$ cat config.mk
export PLATFORM = sky130hd
export DESIGN_NAME = outgoing_ar_buffer
export DESIGN_NICKNAME = d
export VERILOG_FILES = /design/src/rtl/rob_axi_pkg.sv /design/src/rtl/ar_outstanding_ctr.sv /design/src/rtl/outgoing_ar_buffer.sv
export SDC_FILE = /design/constraint.sdc
export NUM_CORES = 1
export LEC_CHECK = 0
export CAP_MARGIN = 5
export CORE_ASPECT_RATIO = 1.25
export CORE_UTILIZATION = 45
export CTS_BUF_LIST = sky130_fd_sc_hd__clkbuf_16
export DETAILED_ROUTE_END_ITERATION = 8
export DONT_BUFFER_PORTS = 1
export HOLD_SLACK_MARGIN = 0.15
export PLACE_DENSITY = 0.68
export SLEW_MARGIN = 30
export SYNTH_ARGS = -nofsm -noshare
export SYNTH_HDL_FRONTEND = slang
export SYNTH_SLANG_ARGS = --single-unit
$ cat constraint.sdc
create_clock -name clk -period 7 [get_ports clk]
set_clock_uncertainty 0.15 [all_clocks]
set_input_delay 1.05 -clock clk [delete_from_list [all_inputs] [get_ports clk]]
set_output_delay 1.05 -clock clk [all_outputs]
set_load 0.01 [all_outputs]
$ cat src/rtl/rob_axi_pkg.sv
// ----------------------------------------------------------------------------
// rob_axi_pkg
//   Shared AXI definitions for the ROB <-> AXI slave request and response
//   paths. Holds the default field widths used by both the outgoing AR buffer
//   and the incoming R buffer, plus the packed AR request record.
//
//   No ports (package).
// ----------------------------------------------------------------------------
package rob_axi_pkg;

    // Default AXI field widths, shared by the AR and R paths.
    localparam int AXI_ID_WIDTH    = 4;
    localparam int AXI_ADDR_WIDTH  = 32;
    localparam int AXI_LEN_WIDTH   = 8;
    localparam int AXI_SIZE_WIDTH  = 3;
    localparam int AXI_BURST_WIDTH = 2;
    localparam int AXI_DATA_WIDTH  = 64;

    // One AR request at the default widths.
    typedef struct packed {
        logic [AXI_ID_WIDTH-1:0]    id;
        logic [AXI_ADDR_WIDTH-1:0]  addr;
        logic [AXI_LEN_WIDTH-1:0]   len;
        logic [AXI_SIZE_WIDTH-1:0]  size;
        logic [AXI_BURST_WIDTH-1:0] burst;
    } ar_entry_t;

endpackage : rob_axi_pkg

$ cat src/rtl/ar_outstanding_ctr.sv
// ----------------------------------------------------------------------------
// ar_outstanding_ctr
//   Tracks the number of AR bursts issued to the slave whose last R beat has
//   not yet come back. Raises at_limit_o when the count reaches
//   MAX_OUTSTANDING so the caller can stop issuing. A completion seen while
//   nothing is outstanding leaves the count at 0 and sets a sticky error.
//
//   Ports:
//     clk             clock
//     rst             asynchronous active-high reset
//     inc_i           one AR issued this cycle
//     dec_i           one burst completed this cycle (R beat with last=1)
//     cnt_o           bursts currently in flight
//     at_limit_o      cnt_o == MAX_OUTSTANDING
//     err_underflow_o sticky: dec_i seen with cnt_o == 0 and no inc_i
// ----------------------------------------------------------------------------
module ar_outstanding_ctr #(
    parameter int MAX_OUTSTANDING = 16
) (
    input  logic                                 clk,
    input  logic                                 rst,
    input  logic                                 inc_i,
    input  logic                                 dec_i,
    output logic [$clog2(MAX_OUTSTANDING+1)-1:0] cnt_o,
    output logic                                 at_limit_o,
    output logic                                 err_underflow_o
);

    localparam int CNT_W = $clog2(MAX_OUTSTANDING + 1);
    localparam logic [CNT_W-1:0] CNT_ONE = CNT_W'(1);
    localparam logic [CNT_W-1:0] CNT_MAX = CNT_W'(MAX_OUTSTANDING);

    logic [CNT_W-1:0] cnt_q, cnt_d;
    logic             err_q, err_d;

    // NOTE: every output of a combinational block gets a default on entry;
    // a path that skips an assignment would otherwise infer a latch.
    always_comb begin
        cnt_d = cnt_q;
        err_d = err_q;
        if (inc_i & ~dec_i) begin
            // The caller never issues while at_limit_o is high, so no overflow.
            cnt_d = cnt_q + CNT_ONE;
        end else if (dec_i & ~inc_i) begin
            if (cnt_q == '0) begin
                err_d = 1'b1;
            end else begin
                cnt_d = cnt_q - CNT_ONE;
            end
        end
    end

    // NOTE: clocked state uses non-blocking assignments so every register
    // samples the pre-edge value of its sources, independent of block order.
    always_ff @(posedge clk or posedge rst) begin
        if (rst) begin
            cnt_q <= '0;
            err_q <= 1'b0;
        end else begin
            cnt_q <= cnt_d;
            err_q <= err_d;
        end
    end

    assign cnt_o           = cnt_q;
    assign at_limit_o      = (cnt_q == CNT_MAX);
    assign err_underflow_o = err_q;

endmodule : ar_outstanding_ctr

$ cat src/rtl/outgoing_ar_buffer.sv
// ----------------------------------------------------------------------------
// outgoing_ar_buffer
//   DEPTH-entry registered FIFO carrying AXI AR requests from the ROB request
//   side toward the AXI slave. Storage is registered (no fall-through): a
//   request pushed in cycle N is first offered on ar_out in cycle N+1, and
//   the buffer sustains one request per cycle.
//
//   Optional macro OUTSTANDING_LIMIT_EN:
//     defined   - counts issued-but-incomplete bursts (up on each AR issued,
//                 down on each r_done_i pulse) and withholds ar_out_valid_o
//                 while MAX_OUTSTANDING bursts are in flight.
//     undefined - no tracker; ar_out_valid_o = ~empty, r_done_i is ignored,
//                 outstanding_cnt_o and err_underflow_o are tied to 0.
//
//   Ports:
//     clk, rst            clock, asynchronous active-high reset
//     ar_in_*             AR from request side (valid_i/ready_o + payload _i)
//     ar_out_*            AR toward slave (valid_o/ready_i + payload _o);
//                         payload always shows the head entry, don't-care
//                         while ar_out_valid_o is low
//     r_done_i            one-cycle pulse per accepted R beat with last=1
//     fifo_count_o        current FIFO occupancy
//     outstanding_cnt_o   bursts in flight
//     err_underflow_o     sticky: r_done_i seen with nothing outstanding
// ----------------------------------------------------------------------------
module outgoing_ar_buffer
    import rob_axi_pkg::*;
#(
    parameter int ID_WIDTH        = AXI_ID_WIDTH,
    parameter int ADDR_WIDTH      = AXI_ADDR_WIDTH,
    parameter int LEN_WIDTH       = AXI_LEN_WIDTH,
    parameter int SIZE_WIDTH      = AXI_SIZE_WIDTH,
    parameter int BURST_WIDTH     = AXI_BURST_WIDTH,
    parameter int DEPTH           = 8,
    parameter int MAX_OUTSTANDING = 16
) (
    input  logic                                 clk,
    input  logic                                 rst,

    input  logic                                 ar_in_valid_i,
    output logic                                 ar_in_ready_o,
    input  logic [ID_WIDTH-1:0]                  ar_in_id_i,
    input  logic [ADDR_WIDTH-1:0]                ar_in_addr_i,
    input  logic [LEN_WIDTH-1:0]                 ar_in_len_i,
    input  logic [SIZE_WIDTH-1:0]                ar_in_size_i,
    input  logic [BURST_WIDTH-1:0]               ar_in_burst_i,

    output logic                                 ar_out_valid_o,
    input  logic                                 ar_out_ready_i,
    output logic [ID_WIDTH-1:0]                  ar_out_id_o,
    output logic [ADDR_WIDTH-1:0]                ar_out_addr_o,
    output logic [LEN_WIDTH-1:0]                 ar_out_len_o,
    output logic [SIZE_WIDTH-1:0]                ar_out_size_o,
    output logic [BURST_WIDTH-1:0]               ar_out_burst_o,

    input  logic                                 r_done_i,
    output logic [$clog2(DEPTH+1)-1:0]           fifo_count_o,
    output logic [$clog2(MAX_OUTSTANDING+1)-1:0] outstanding_cnt_o,
    output logic                                 err_underflow_o
);

    localparam int PTR_W = $clog2(DEPTH);
    localparam int CNT_W = $clog2(DEPTH + 1);

    localparam logic [PTR_W-1:0] PTR_LAST = PTR_W'(DEPTH - 1);
    localparam logic [PTR_W-1:0] PTR_ONE  = PTR_W'(1);
    localparam logic [CNT_W-1:0] CNT_ONE  = CNT_W'(1);
    localparam logic [CNT_W-1:0] CNT_FULL = CNT_W'(DEPTH);

    // Storage record at this instance's widths (ar_entry_t is the
    // default-width view of the same layout).
    typedef struct packed {
        logic [ID_WIDTH-1:0]    id;
        logic [ADDR_WIDTH-1:0]  addr;
        logic [LEN_WIDTH-1:0]   len;
        logic [SIZE_WIDTH-1:0]  size;
        logic [BURST_WIDTH-1:0] burst;
    } entry_t;

    entry_t           mem_q [DEPTH];
    entry_t           entry_in;
    entry_t           head;

    logic [PTR_W-1:0] wr_ptr_q, wr_ptr_d;
    logic [PTR_W-1:0] rd_ptr_q, rd_ptr_d;
    logic [CNT_W-1:0] count_q,  count_d;

    logic             full;
    logic             empty;
    logic             out_valid;
    logic             push;
    logic             pop;

    // Wrap explicitly so DEPTH need not be a power of two.
    function automatic logic [PTR_W-1:0] ptr_next(input logic [PTR_W-1:0] p);
        if (p == PTR_LAST) begin
            return '0;
        end
        return p + PTR_ONE;
    endfunction

    assign full  = (count_q == CNT_FULL);
    assign empty = (count_q == '0);

    // Ready is deliberately not pop-aware: a full FIFO refuses a push even
    // when the head leaves in the same cycle.
    assign ar_in_ready_o = ~full;
    assign push          = ar_in_valid_i & ~full;
    assign pop           = out_valid & ar_out_ready_i;

    assign entry_in = '{
        id:    ar_in_id_i,
        addr:  ar_in_addr_i,
        len:   ar_in_len_i,
        size:  ar_in_size_i,
        burst: ar_in_burst_i
    };

    always_comb begin
        wr_ptr_d = wr_ptr_q;
        rd_ptr_d = rd_ptr_q;
        count_d  = count_q;
        if (push) begin
            wr_ptr_d = ptr_next(wr_ptr_q);
        end
        if (pop) begin
            rd_ptr_d = ptr_next(rd_ptr_q);
        end
        if (push & ~pop) begin
            count_d = count_q + CNT_ONE;
        end else if (pop & ~push) begin
            count_d = count_q - CNT_ONE;
        end
    end

    always_ff @(posedge clk or posedge rst) begin
        if (rst) begin
            wr_ptr_q <= '0;
            rd_ptr_q <= '0;
            count_q  <= '0;
        end else begin
            wr_ptr_q <= wr_ptr_d;
            rd_ptr_q <= rd_ptr_d;
            count_q  <= count_d;
        end
    end

    // NOTE: the entry array is left unreset; an entry is only read after it
    // has been written, and the pointer/count reset already discards it.
    always_ff @(posedge clk) begin
        if (push) begin
            mem_q[wr_ptr_q] <= entry_in;
        end
    end

    // Head entry drives the payload continuously; it only moves on a pop, so
    // the payload is stable while valid waits for ready.
    assign head           = mem_q[rd_ptr_q];
    assign ar_out_id_o    = head.id;
    assign ar_out_addr_o  = head.addr;
    assign ar_out_len_o   = head.len;
    assign ar_out_size_o  = head.size;
    assign ar_out_burst_o = head.burst;
    assign ar_out_valid_o = out_valid;
    assign fifo_count_o   = count_q;

`ifdef OUTSTANDING_LIMIT_EN
    logic at_limit;

    // The count can only fall when no pop occurs, so once valid is raised
    // it cannot be withdrawn before the handshake completes.
    ar_outstanding_ctr #(
        .MAX_OUTSTANDING (MAX_OUTSTANDING)
    ) u_outstanding_ctr (
        .clk             (clk),
        .rst             (rst),
        .inc_i           (pop),
        .dec_i           (r_done_i),
        .cnt_o           (outstanding_cnt_o),
        .at_limit_o      (at_limit),
        .err_underflow_o (err_underflow_o)
    );

    assign out_valid = ~empty & ~at_limit;
`else
    logic unused_r_done;

    assign unused_r_done     = r_done_i;
    assign out_valid         = ~empty;
    assign outstanding_cnt_o = '0;
    assign err_underflow_o   = 1'b0;
`endif

endmodule : outgoing_ar_buffer

-- Word-level counts from Yosys, hierarchy flattened
Memories as Yosys holds them, arrays and structs flattened.
Index checks and enable logic that the tools add are counted.
- word-level logic and storage cells: 33
- memories kept: 1
- memory bits (writable): 392
- bits in registers: 10
- memories (memory ; words ; bits a word ; rd ports ; clocked after Yosys merged registers in ; wr ports ; line ; text):
    mem_q ; 8 ; 49 ; 1 ; 0 ; 1 ; outgoing_ar_buffer.sv:80 ; entry_t mem_q [DEPTH];
- add/subtract/negate cells: 4
- reduce and logical (&&, ||, !) cells: 2
- mux-type cells: 12
- bitwise gates (word level): 8
- eq/ne operators: 3
- operator list (cell ; count):
    2-to-1 mux 3 bit ; 4
    2-to-1 mux 4 bit ; 2
    adder 3 x 1 -> 3 bit (second input constant) ; 2
    equality test 3 bit (second input constant) ; 2
    2-to-1 mux 1 bit ; 6
    adder 4 x 1 -> 4 bit (second input constant) ; 1
    bitwise AND 1 bit ; 4
    equality test 4 bit (second input constant) ; 1
    logical NOT 4 bit ; 1
    NOT 1 bit ; 4
    subtractor 4 x 1 -> 4 bit (second input constant) ; 1
    nonzero test 2 bit ; 1

-- Logic depth before layout (Yosys ltp)
- depth after elaboration: 7
- depth in mapped cells: 9
- gate-level depth less buffers: 9

-- Worst setup path before layout
No wires, ideal clock.
- path type: input-to-reg
- start point: in ar_in_valid_i
- end point: mem mem_q[0][0] (netlist bit) (enable)
- path buffers: 0
- stages: 2
- arrival: 5.808 ns
- library setup time: 0.577 ns
- required time: 6.273 ns
- setup slack: 0.465 ns
- cells stage by stage: nand2_2 -> nor4_1
- word-level cells in the longest chain between the ends: 3
- RTL lines (element ; line ; text):
    start, declared ; outgoing_ar_buffer.sv:40 ; input logic ar_in_valid_i,
    bitwise AND 1 bit ; outgoing_ar_buffer.sv:108 ; assign push = ar_in_valid_i & ~full;
    2-to-1 mux 1 bit ; outgoing_ar_buffer.sv:151 ; if (push) begin
    2-to-1 mux 1 bit (implied by the code) ; outgoing_ar_buffer.sv:152 ; mem_q[wr_ptr_q] <= entry_in;
    end, declared ; outgoing_ar_buffer.sv:80 ;
No other way between the ends.

-- Worst setup path in the final report
- start point: reg rd_ptr_q[0]
- end point: out ar_out_addr_o[8]
- word-level cells in the longest chain between the ends: 1
- RTL lines (element ; line ; text):
    start, declared ; outgoing_ar_buffer.sv:85 ; logic [PTR_W-1:0] rd_ptr_q, rd_ptr_d;
    start signal, assigned ; outgoing_ar_buffer.sv:143 ; rd_ptr_q <= rd_ptr_d;
    memory read (8 x 49 bit) ; - ;
    end, declared ; outgoing_ar_buffer.sv:51 ; output logic [ADDR_WIDTH-1:0] ar_out_addr_o,
No other way between the ends.

==> impl_metrics.csv <==
group,metric,value,unit
status,outcome,"completed",
sta,slew_viol_final,0,
synthesis,netlist.top_cell.by_area,"edfxtp_1",
floorplan,die_area,35900,sq um
global_routing,grt_pass1_wl,42900,um
synthesis,async_reset_ff_share,2.49,%
floorplan,ioPinCount,115,
routing,drt_wl_total,28900,um
floorplan,die_width,170,um
routing,drtIter0Drc,413,
clock_network,cts_hold_buf,0,
synthesis,synthDominantCellAreaShare,74.4,%
sta,finalSetupViolations,0,
sta,max_freq,0.218,GHz
setup_path,critPathArrivalTime,3390,ps
global_routing,grt_usage,16.6,%
setup_path,path_class,"flip-flop to primary output",
setup_path,startpoint_type,"flip-flop",
pwr,p_int,0.00510,W
pwr,p_comb_share,24.2,%
setup_path,cp.depth,3,
sta,fin_crit_sh,65.6,%
sta,fin_ws,2410,ps
synthesis,yosysUniqueCellTypes,32,
synthesis,synth.ff_latch_count,402,
setup_path,path_delay_family,"flip-flops",
placed_design,place_ws,2890,ps
sta,tightest_slew,974,ps
global_routing,grt_use_met2,30.7,%
worst_hold_path,hold_path_class,"input pin to async pin",
clock_network,clock_sinks,402,
clock_network,cts_tree,"done",
global_routing,grt_max_degree,61,
clock_network,cts_made_buffers,40,
synthesis,yosysWarnings,0,
global_routing,antenna_found_initial,0,
global_routing,grt_pass1_vias,7034,
clock_network,post_cts_buffers,0,
synthesis,ys_seq_area_share,76.0,%
run,cap_violations,0,
setup_path,critical_path.max_stage_delay,1070,ps
clock_network,h-tree-depth,2,
floorplan,coreArea,34500,sq um
placed_design,hpwl,15400,um
pwr,power_frac_seq,46.4,%
synthesis,synth_common_cells,"edfxtp_1, mux4_1, mux2_2, clkbuf_1, buf_6",
placed_design,gp_congestion,0.745,
finish,final_layout_size_suffix_gt1_share,19.9,%
synthesis,syn_area_per_cell,24.8,sq um
pwr,p_sw_share,28.1,%
pwr,ir_worst_vdd,265,uV
synthesis,synthTopCellsByArea,"edfxtp_1, mux4_1, mux2_2, dfrtp_1, buf_6",
sta,tns,0,ps
routing,drc,0,
pwr,switching_power,0.00200,W
setup_path,slowest_stage,"dfrtp_4",
global_routing,use_met1,18.3,%
setup_path,crit_required,5800,ps
sta,fin_crit,4590,ps
pwr,clockPowerShare,29.3,%
clock_network,cts_max_path_buffers,3,
finish,final_core_util,51.2,%
global_routing,grtUsageMet3,4.28,%
setup_path,rr_worst_depth,9,
global_routing,grt_busiest_layer,"met2",
sta,rsz0062_at_grt,"no",
synthesis,synth_area,15800,sq um
finish,nets,728,
clock_network,clockRootBuffer,"clkbuf_16",
finish,syn_to_final_growth,11.7,%
clock_network,ctsResizeCount,0,
synthesis,netlist_instances,639,
sta,slew_headroom,35.0,%
placed_design,io_buffers,0,
routing,wl_per_cell,24.8,um
clock_network,clk_latency,510,ps
global_routing,globalRoute.totalOverflow,0,
pwr,p_per_area,402,nW/um^2
synthesis,synth-edff-count,392,
synthesis,ys.flop_type,"edfxtp_1",
setup_path,crit_buf_inv,1,
floorplan,die_h,212,um
setup_path,endpoint_kind,"primary output",
sta,final_hold_viol_count,0,
pwr,p_leak,5.80,nW
synthesis,yosysMostFrequentCell,"edfxtp_1",
finish,diodes,0,
routing,ant_nets,0,
clock_network,cts.reportedPaths.clkPinSlew,60,ps
routing,firstDrtPassIters,4,
setup_path,crit_chain,"buf_4 -> mux4_1 -> mux2_2",
routing,post_drt_via_cell_ratio,5.57,
setup_path,crit_fanout,55,
floorplan,num_rows,76,
floorplan,start_util,45.8,%
routing,via_count,6500,
## cells in the final DEF, fill, tap and decap left out, types with 2 or more instances in the layout
| cell type | count |
|---|---|
| dfrtp_1 | 7 |
| clkinv_1 | 9 |
| mux4_1 | 97 |
| clkinvlp_4 | 3 |
| o21ai_0 | 2 |
| buf_4 | 15 |
| ha_1 | 7 |
| nor2_4 | 3 |
| inv_1 | 13 |
| xnor2_1 | 2 |
| dfrtp_4 | 2 |
| conb_1 | 6 |
| bufinv_16 | 4 |
| clkbuf_16 | 42 |
| edfxtp_1 | 392 |
| nor3_2 | 4 |
| mux2_2 | 54 |
| nand2b_1 | 3 |
| clkinv_2 | 3 |
| nand2_1 | 3 |
| nand3b_1 | 2 |
| or3_1 | 3 |
| a21o_1 | 2 |
| nand3_1 | 2 |
| or4_1 | 2 |
## power groups by stage
stage / logic (W) / registers (W) / clock network (W)
2_1_floorplan: 0.00148 / 0.00319 / 0
6_report: 0.00172 / 0.00330 / 0.00208
3_3_place_gp: 0.00172 / 0.00331 / 0
4_1_cts: 0.00176 / 0.00331 / 0.00213
5_1_grt: 0.00184 / 0.00334 / 0.00222
3_5_place_dp: 0.00175 / 0.00336 / 0
## cell type report
cell class | instances | area, sq um
multi-input cells | 204 | 3620
clock buffers | 42 | 1050
well taps | 468 | 586
repair buffers | 15 | 113
flip-flops and latches | 402 | 12000
clock inverters | 32 | 263
inverters | 3 | 11.3
fillers | 2621 | 16800
## through the flow
step	std cells	area (sq um)	hold slack (ps)	total power (W)
global route	1166	17700	268	0.00740
finish	1166	17700	262	0.00710
CTS	1166	17700	248	0.00721
detailed placement	1092	16400	531	0.00511
floorplan	644	15800	436	0.00468
global placement	1092	16400	489	0.00503
## per-layer routing
| layer | part of all wire, % | up-vias |
|---|---|---|
| met3 | 5.6 | 53 |
| met2 | 55 | 173 |
| met4 | 2.4 | 0 |
| met5 | 0 | - |
| met1 | 37 | 3416 |
| li1 | - | 2858 |
## worst paths after layout
check,end,slack [ps],startpoint
worst max-delay path,ar_out_addr_o[8],2410,rd_ptr_q[0]$_DFFE_PP0P_
worst max register to register,fifo_count_o[3]$_DFFE_PP0P_,3760,fifo_count_o[0]$_DFFE_PP0P_
min in group clk,mem_q[7][5]$_DFFE_PP_,450,ar_in_len_i[0]
max in group asynchronous,rd_ptr_q[1]$_DFFE_PP0P_,6090,rst
worst min register to register,wr_ptr_q[1]$_DFFE_PP0P_,560,wr_ptr_q[1]$_DFFE_PP0P_
worst min-delay path,fifo_count_o[2]$_DFFE_PP0P_,260,rst
## sequential cells by signal, summed over array words and instances, names as in the netlist
| signal | cells |
|---|---|
| fifo_count_o | 4 |
| rd_ptr_q | 3 |
| mem_q | 392 |
| wr_ptr_q | 3 |
## logic make-up after synthesis
group                      count (synthesis)  synth area share [%]
buffers and inverters                     38                  1.59
and+or+nand+nor                           27                 0.981
AOI/OAI and AO/OA                          8                 0.474
xor gates and xnor gates                   2                 0.111
DFF                                      402                  76.0
muxes                                    153                  20.2
adders and majority gates                  8                 0.680
other                                      1                0.0237
No activity file was read; power rests on OpenSTA's default activity.
